### config.mk
export PLATFORM = sky130hd
export DESIGN_NAME = led_stream_driver
export DESIGN_NICKNAME = d
export VERILOG_FILES = /design/src/rtl/led_pkg.sv /design/src/rtl/led_bit_tx.sv /design/src/rtl/led_stream_driver.sv
export SDC_FILE = /design/constraint.sdc
export NUM_CORES = 1
export LEC_CHECK = 0
export ABC_AREA = 0
export CAP_MARGIN = 0
export CORE_MARGIN = 1
export CORE_UTILIZATION = 55
export CTS_CLUSTER_DIAMETER = 80
export DETAILED_ROUTE_END_ITERATION = 8
export PLACE_DENSITY = 0.78
export SYNTH_ARGS = -nofsm -noshare
export SYNTH_HDL_FRONTEND = slang
export SYNTH_SLANG_ARGS = --single-unit
### constraint.sdc
create_clock -name clk -period 7.2 [get_ports clk]
set_clock_uncertainty 0.05 [all_clocks]
set_input_delay 1.8 -clock clk [delete_from_list [all_inputs] [get_ports clk]]
set_output_delay 1.8 -clock clk [all_outputs]
set_load 0.02 [all_outputs]
### src/rtl/led_pkg.sv
// Shared types and default 48 MHz timing for the WS2812-style LED stream driver.
// Defining LED_BRIGHTNESS_EN adds the per-channel brightness scaling helper.
package led_pkg;

    typedef enum logic [2:0] {
        IDLE,
        FETCH,
        LOAD,
        SEND,
        LATCH
    } led_state_t;

    typedef logic [23:0] pixel_t;

    localparam int DEF_NUM_LEDS  = 144;
    localparam int DEF_T0H_CYC   = 19;
    localparam int DEF_T1H_CYC   = 38;
    localparam int DEF_TBIT_CYC  = 60;
    localparam int DEF_LATCH_CYC = 14400;

`ifdef LED_BRIGHTNESS_EN
    // (c * (b + 1)) >> 8 per channel, so b = 255 leaves the colour untouched.
    function automatic pixel_t scale_pixel(input pixel_t p, input logic [7:0] b);
        logic [15:0] prod;
        pixel_t      res;
        res = '0;
        for (int ch = 0; ch < 3; ch++) begin
            prod = 16'(p[ch*8 +: 8]) * 16'({1'b0, b} + 9'd1);
            res[ch*8 +: 8] = prod[15:8];
        end
        return res;
    endfunction
`endif

endpackage

### src/rtl/led_bit_tx.sv
// Single-bit NRZ waveform generator: high for T0H/T1H cycles, low for the rest of TBIT.
// bit_start on the bit_done cycle chains bits with no idle gap.
module led_bit_tx
    import led_pkg::*;
#(
    parameter int T0H_CYC  = DEF_T0H_CYC,
    parameter int T1H_CYC  = DEF_T1H_CYC,
    parameter int TBIT_CYC = DEF_TBIT_CYC
) (
    input  logic clk,
    input  logic reset,
    input  logic bit_val,
    input  logic bit_start,
    output logic line,
    output logic bit_done
);

    localparam int CW = (TBIT_CYC > 1) ? $clog2(TBIT_CYC) : 1;

    logic [CW-1:0] r_cnt;
    logic          r_active;
    logic          r_bit;
    logic          r_line;
    logic [CW-1:0] w_high;

    assign w_high   = r_bit ? CW'(T1H_CYC) : CW'(T0H_CYC);
    assign bit_done = r_active && (r_cnt == CW'(TBIT_CYC - 1));
    assign line     = r_line;

    // line is registered from the next count so the LED pin never glitches.
    always_ff @(posedge clk or posedge reset) begin
        if (reset) begin
            r_cnt    <= '0;
            r_active <= 1'b0;
            r_bit    <= 1'b0;
            r_line   <= 1'b0;
        end else if (bit_start) begin
            r_cnt    <= '0;
            r_active <= 1'b1;
            r_bit    <= bit_val;
            r_line   <= 1'b1;
        end else if (bit_done) begin
            r_cnt    <= '0;
            r_active <= 1'b0;
            r_line   <= 1'b0;
        end else if (r_active) begin
            r_cnt  <= r_cnt + 1'b1;
            r_line <= (r_cnt + 1'b1) < w_high;
        end
    end

endmodule

### src/rtl/led_stream_driver.sv
// Streams NUM_LEDS 24-bit {G,R,B} pixels from a synchronous RAM onto a WS2812-style line.
// Optional LED_BRIGHTNESS_EN adds a brightness input that scales every channel.
module led_stream_driver
    import led_pkg::*;
#(
    parameter int NUM_LEDS  = DEF_NUM_LEDS,
    parameter int T0H_CYC   = DEF_T0H_CYC,
    parameter int T1H_CYC   = DEF_T1H_CYC,
    parameter int TBIT_CYC  = DEF_TBIT_CYC,
    parameter int LATCH_CYC = DEF_LATCH_CYC,
    localparam int AW       = (NUM_LEDS > 1) ? $clog2(NUM_LEDS) : 1
) (
    input  logic          clk,
    input  logic          reset,
    input  logic          start,
    output logic [AW-1:0] pix_addr,
    output logic          pix_req,
    input  logic [23:0]   pix_data,
`ifdef LED_BRIGHTNESS_EN
    input  logic [7:0]    brightness,
`endif
    output logic          busy,
    output logic          done,
    output logic          to_light
);

    localparam int LW = $clog2(LATCH_CYC + 1);

    led_state_t    r_state;
    led_state_t    w_state_next;
    pixel_t        r_shift;
    pixel_t        r_prefetch;
    pixel_t        w_pix;
    logic [4:0]    r_bit_idx;
    logic [AW-1:0] r_pix_idx;
    logic [AW-1:0] r_addr;
    logic          r_pf_req;
    logic          r_pf_cap;
    logic [LW-1:0] r_latch_cnt;
    logic          w_bit_start;
    logic          w_bit_val;
    logic          w_bit_done;
    logic          w_line;
    logic          w_last_bit;
    logic          w_last_pix;
    logic          w_latch_end;

`ifdef LED_BRIGHTNESS_EN
    assign w_pix = scale_pixel(pix_data, brightness);
`else
    assign w_pix = pix_data;
`endif

    assign w_last_bit  = (r_bit_idx == 5'd23);
    assign w_last_pix  = (r_pix_idx == AW'(NUM_LEDS - 1));
    assign w_latch_end = (r_latch_cnt == LW'(LATCH_CYC - 1));

    assign busy     = (r_state != IDLE);
    assign pix_req  = (r_state == FETCH) | r_pf_req;
    assign pix_addr = r_addr;
    assign to_light = w_line;

    always_ff @(posedge clk or posedge reset) begin
        if (reset) begin
            r_state <= IDLE;
        end else begin
            r_state <= w_state_next;
        end
    end

    always_comb begin
        w_state_next = r_state;
        w_bit_start  = 1'b0;
        w_bit_val    = 1'b0;
        done         = 1'b0;
        case (r_state)
            IDLE: begin
                if (start) begin
                    w_state_next = FETCH;
                end
            end
            FETCH: begin
                w_state_next = LOAD;
            end
            LOAD: begin
                w_state_next = SEND;
                w_bit_start  = 1'b1;
                w_bit_val    = w_pix[23];
            end
            SEND: begin
                if (w_bit_done) begin
                    if (!w_last_bit) begin
                        w_bit_start = 1'b1;
                        w_bit_val   = r_shift[22];
                    end else if (!w_last_pix) begin
                        w_bit_start = 1'b1;
                        w_bit_val   = r_prefetch[23];
                    end else begin
                        w_state_next = LATCH;
                    end
                end
            end
            LATCH: begin
                if (w_latch_end) begin
                    w_state_next = IDLE;
                    done         = 1'b1;
                end
            end
            default: begin
                w_state_next = IDLE;
            end
        endcase
    end

    // Next pixel is requested on the first cycle of bit 0 so it is ready long before bit 23 ends.
    always_ff @(posedge clk or posedge reset) begin
        if (reset) begin
            r_shift     <= '0;
            r_prefetch  <= '0;
            r_bit_idx   <= '0;
            r_pix_idx   <= '0;
            r_addr      <= '0;
            r_pf_req    <= 1'b0;
            r_pf_cap    <= 1'b0;
            r_latch_cnt <= '0;
        end else begin
            r_pf_req <= 1'b0;
            r_pf_cap <= r_pf_req;
            if (r_pf_cap) begin
                r_prefetch <= w_pix;
            end
            case (r_state)
                IDLE: begin
                    r_latch_cnt <= '0;
                    if (start) begin
                        r_addr    <= '0;
                        r_pix_idx <= '0;
                        r_bit_idx <= '0;
                    end
                end
                LOAD: begin
                    r_shift   <= w_pix;
                    r_bit_idx <= '0;
                    r_pix_idx <= '0;
                    if (NUM_LEDS > 1) begin
                        r_pf_req <= 1'b1;
                        r_addr   <= r_addr + 1'b1;
                    end
                end
                SEND: begin
                    if (w_bit_done) begin
                        if (!w_last_bit) begin
                            r_shift   <= r_shift << 1;
                            r_bit_idx <= r_bit_idx + 5'd1;
                        end else if (!w_last_pix) begin
                            r_shift   <= r_prefetch;
                            r_bit_idx <= '0;
                            r_pix_idx <= r_pix_idx + 1'b1;
                            if (int'(r_pix_idx) + 2 < NUM_LEDS) begin
                                r_pf_req <= 1'b1;
                                r_addr   <= r_addr + 1'b1;
                            end
                        end
                    end
                end
                LATCH: begin
                    r_latch_cnt <= w_latch_end ? '0 : r_latch_cnt + 1'b1;
                end
                default: begin
                    r_latch_cnt <= '0;
                end
            endcase
        end
    end

    led_bit_tx #(
        .T0H_CYC  (T0H_CYC),
        .T1H_CYC  (T1H_CYC),
        .TBIT_CYC (TBIT_CYC)
    ) u_bit_tx (
        .clk       (clk),
        .reset     (reset),
        .bit_val   (w_bit_val),
        .bit_start (w_bit_start),
        .line      (w_line),
        .bit_done  (w_bit_done)
    );

endmodule

==> results.yml <==
sta:
  min_period_ns: 3.923
  finalHoldViolations: 0
  setup_viol: 0
  rsz0062_at_grt: "false"
  slew_headroom: 0.2788
  fin_crit_sh: 0.5449
  worst_pin_slew_ns: 1.082
  slew_viol_final: 0
  tns_ns: 0
  max_freq_mhz: 254.9
logic_synthesis:
  syn-num-nets: 536
  syn_inst: 501
  synth_warnings: 0
  synth_edf_count: 0
  synth.largest_area_cell: "dfrtp_1"
  synth_cell_types: 55
  synthFlopType: "dfrtp_1"
  synth_most_common_cell: "o21ai_0"
  synth-seq-cells: 96
  ys_seq_area_frac: 0.4903
  ys_top_cells_by_area: "dfrtp_1 49%, o21ai_0 10%, mux2_2 5.7%"
  synth_common_cells: "98 x o21ai_0, 96 x dfrtp_1, 53 x nand2_1, 31 x nor2_1, 25 x mux2_2"
  avgSynthCellArea_um2: 9.780
  async_flop_share: 1.000
  synth_area_um2: 4900
  netlist.area_leader.share: 0.4903
layout:
  area_delta_synth_final_pct: 12.69
  diodes: 0
  drive_gt1_frac: 0.1036
  layout.nets: 561
floorplanning:
  io_pins: 39
  die_w_um: 96.39
  fp.dieArea_um2: 9290
  rows: 34
  die_h_um: 96.39
  start_util: 0.5646
  core_area_um2: 8678
cts:
  cts_tree: "done"
  cts_made_buffers: 9
  holdBufCountCts: 0
  post_cts_buffers: 0
  cts_max_level: 3
  clk_path_buf_depth: 2
  clkTransAtPathRegs_ns: 0.10
  cts_sinks: 96
  clock-root-buffer: "clkbuf_8"
  ctsResizeCount: 0
  insertion_delay_ns: 0.37
min_path:
  hp-start: "r_pf_req$_DFF_PP0_"
  hold_path.class: "reg2reg"
  hold-path-cell-count: 0
grt:
  grt_pass1_wl_um: 16690
  overflow: 0
  grt_max_degree: 83
  antenna_found_initial: 0
  track_usage: 0.2326
  grt_pass1_vias: 3698
routing:
  first_pass_iters: 4
  wl_um: 9989
  antenna_left: 0
  num_vias: 3854
  vias_per_cell: 6.031
  drt_iter0_drc: 232
  wl_per_cell_um: 15.63
  drc: 0
flow_run:
  cap_violations: 0
place:
  portBuffers: 38
  dp.final_hpwl_um: 6410
  place.gp.congestion: 0.8491
power:
  intPower_uw: 739.9
  cellLeakagePower_uw: 0.002507
  total_power_uw: 962.5
  irDropWorstVdd_mv: 0.1025
  switching_share: 0.2313
  power_density_nw_per_um2: 174.3
  p_sw_uw: 222.6
  power_frac_comb: 0.053
  clockPowerShare: 0.365
  power_frac_seq: 0.582
critical_path:
  reg2reg_depth: 5
  reg2reg_from: "r_pix_idx[4]$_DFFE_PP0P_"
  critPathMaxFanout: 10
  arrival_ns: 2.07
  crit_path_start: "r_state[1]$_DFFE_PP0P_"
  required_ns: 5.35
  endpoint_kind: "output pin"
  cp-start-kind: "flop"
  worst-setup-path-type: "reg2out"
run_status:
  status: "finished clean"
==> through the flow <==
stage | area (µm²) | hold slack (ns) | std cells | setup WS (ns) | utilization
floorplan | 4900 | 0.2968 | 501 | 2.845 | -
global placement | 5325 | 0.3061 | 623 | 3.526 | 0.6136
detailed placement | 5325 | 0.3233 | 623 | 3.456 | 0.6136
CTS | 5522 | 0.3514 | 639 | 3.264 | 0.6362
global route | 5522 | 0.3543 | 639 | 3.148 | 0.6362
finish | 5522 | 0.3548 | 639 | 3.277 | 0.6362
==> layout by cell type (no fill, tap or decap), types with 4 or more instances in the layout <==
cell type	synthesis	routed
a21oi_1	13	13
a31oi_1	5	5
and3_1	11	11
buf_4	1	4
clkbuf_8	0	9
clkdlybuf4s50_1	0	38
dfrtp_1	96	96
ha_1	8	8
inv_1	9	8
mux2_2	25	25
mux2i_1	22	22
nand2_1	53	53
nand2b_1	5	5
nand3_1	21	21
nand3b_1	4	4
nand4_1	4	4
nor2_1	31	31
nor3_1	4	4
o211ai_1	4	4
o21ai_0	98	98
o31ai_1	7	7
xor2_1	10	10
==> cell families after synthesis <==
group | count (synthesis) | synth area share
muxes | 47 | 0.1024
and+or+nand+nor | 159 | 0.1693
xor gates and xnor gates | 13 | 0.02324
adders and majority gates | 8 | 0.02043
DFF | 96 | 0.4903
AOI/OAI and AO/OA | 141 | 0.1627
buffers and inverters | 37 | 0.03167
==> metal layers <==
layer,part of all wire,vias to the layer above,GRT usage
li1,-,1841,-
met2,0.49,107,0.3853
met3,0.042,20,0.03208
met5,0,-,0
met4,0.024,0,0.1029
met1,0.45,1886,0.3061
==> critical path, stage by stage (launching register included) <==
cell	delay [ns]
dfrtp_1	0.51
nor2_1	0.26
nand2_1	0.18
nor2_1	0.15
clkdlybuf4s50_1	0.61
==> final timing paths <==
kind | to | slack, ns
max reg2reg | r_shift[5]$_DFFE_PP0P_ | 3.92
max in group asynchronous | r_bit_idx[4]$_DFFE_PP0P_ | 4.22
min | r_pf_cap$_DFF_PP0_ | 0.35
min in group asynchronous | r_pix_idx[6]$_DFFE_PP0P_ | 1.61
min reg2reg | r_pf_cap$_DFF_PP0_ | 0.35
max | done | 3.28
==> power groups by stage <==
| stage | combinational (µW) | clock [µW] | sequential (µW) |
|---|---|---|---|
| floorplan | 27.9 | 0 | 569 |
| CTS | 52.2 | 356 | 560 |
| global route | 58.8 | 378 | 562 |
| detailed placement | 51.9 | 0 | 571 |
| global placement | 50.2 | 0 | 570 |
| finish | 50.9 | 351 | 560 |
==> state kept, by name, indices dropped and copies added (netlist names), 3 cells and up <==
signal and flops:
r_prefetch 24, r_shift 23, r_latch_cnt 14, pix_addr 8
r_pix_idx 8, u_bit_tx.r_cnt 6, r_bit_idx 5, r_state 3
==> layout make-up <==
| type | count | area (µm²) |
|---|---|---|
| clock buffers | 9 | 123.9 |
| clock inverters | 7 | 72.57 |
| fillers | 709 | 3157 |
| inverters | 9 | 35.03 |
| multi-input cells | 368 | 2342 |
| flip-flops and latches | 96 | 2402 |
| well taps | 108 | 135.1 |
| repair buffers | 42 | 410.4 |
Power figures use the tool's default switching activity.
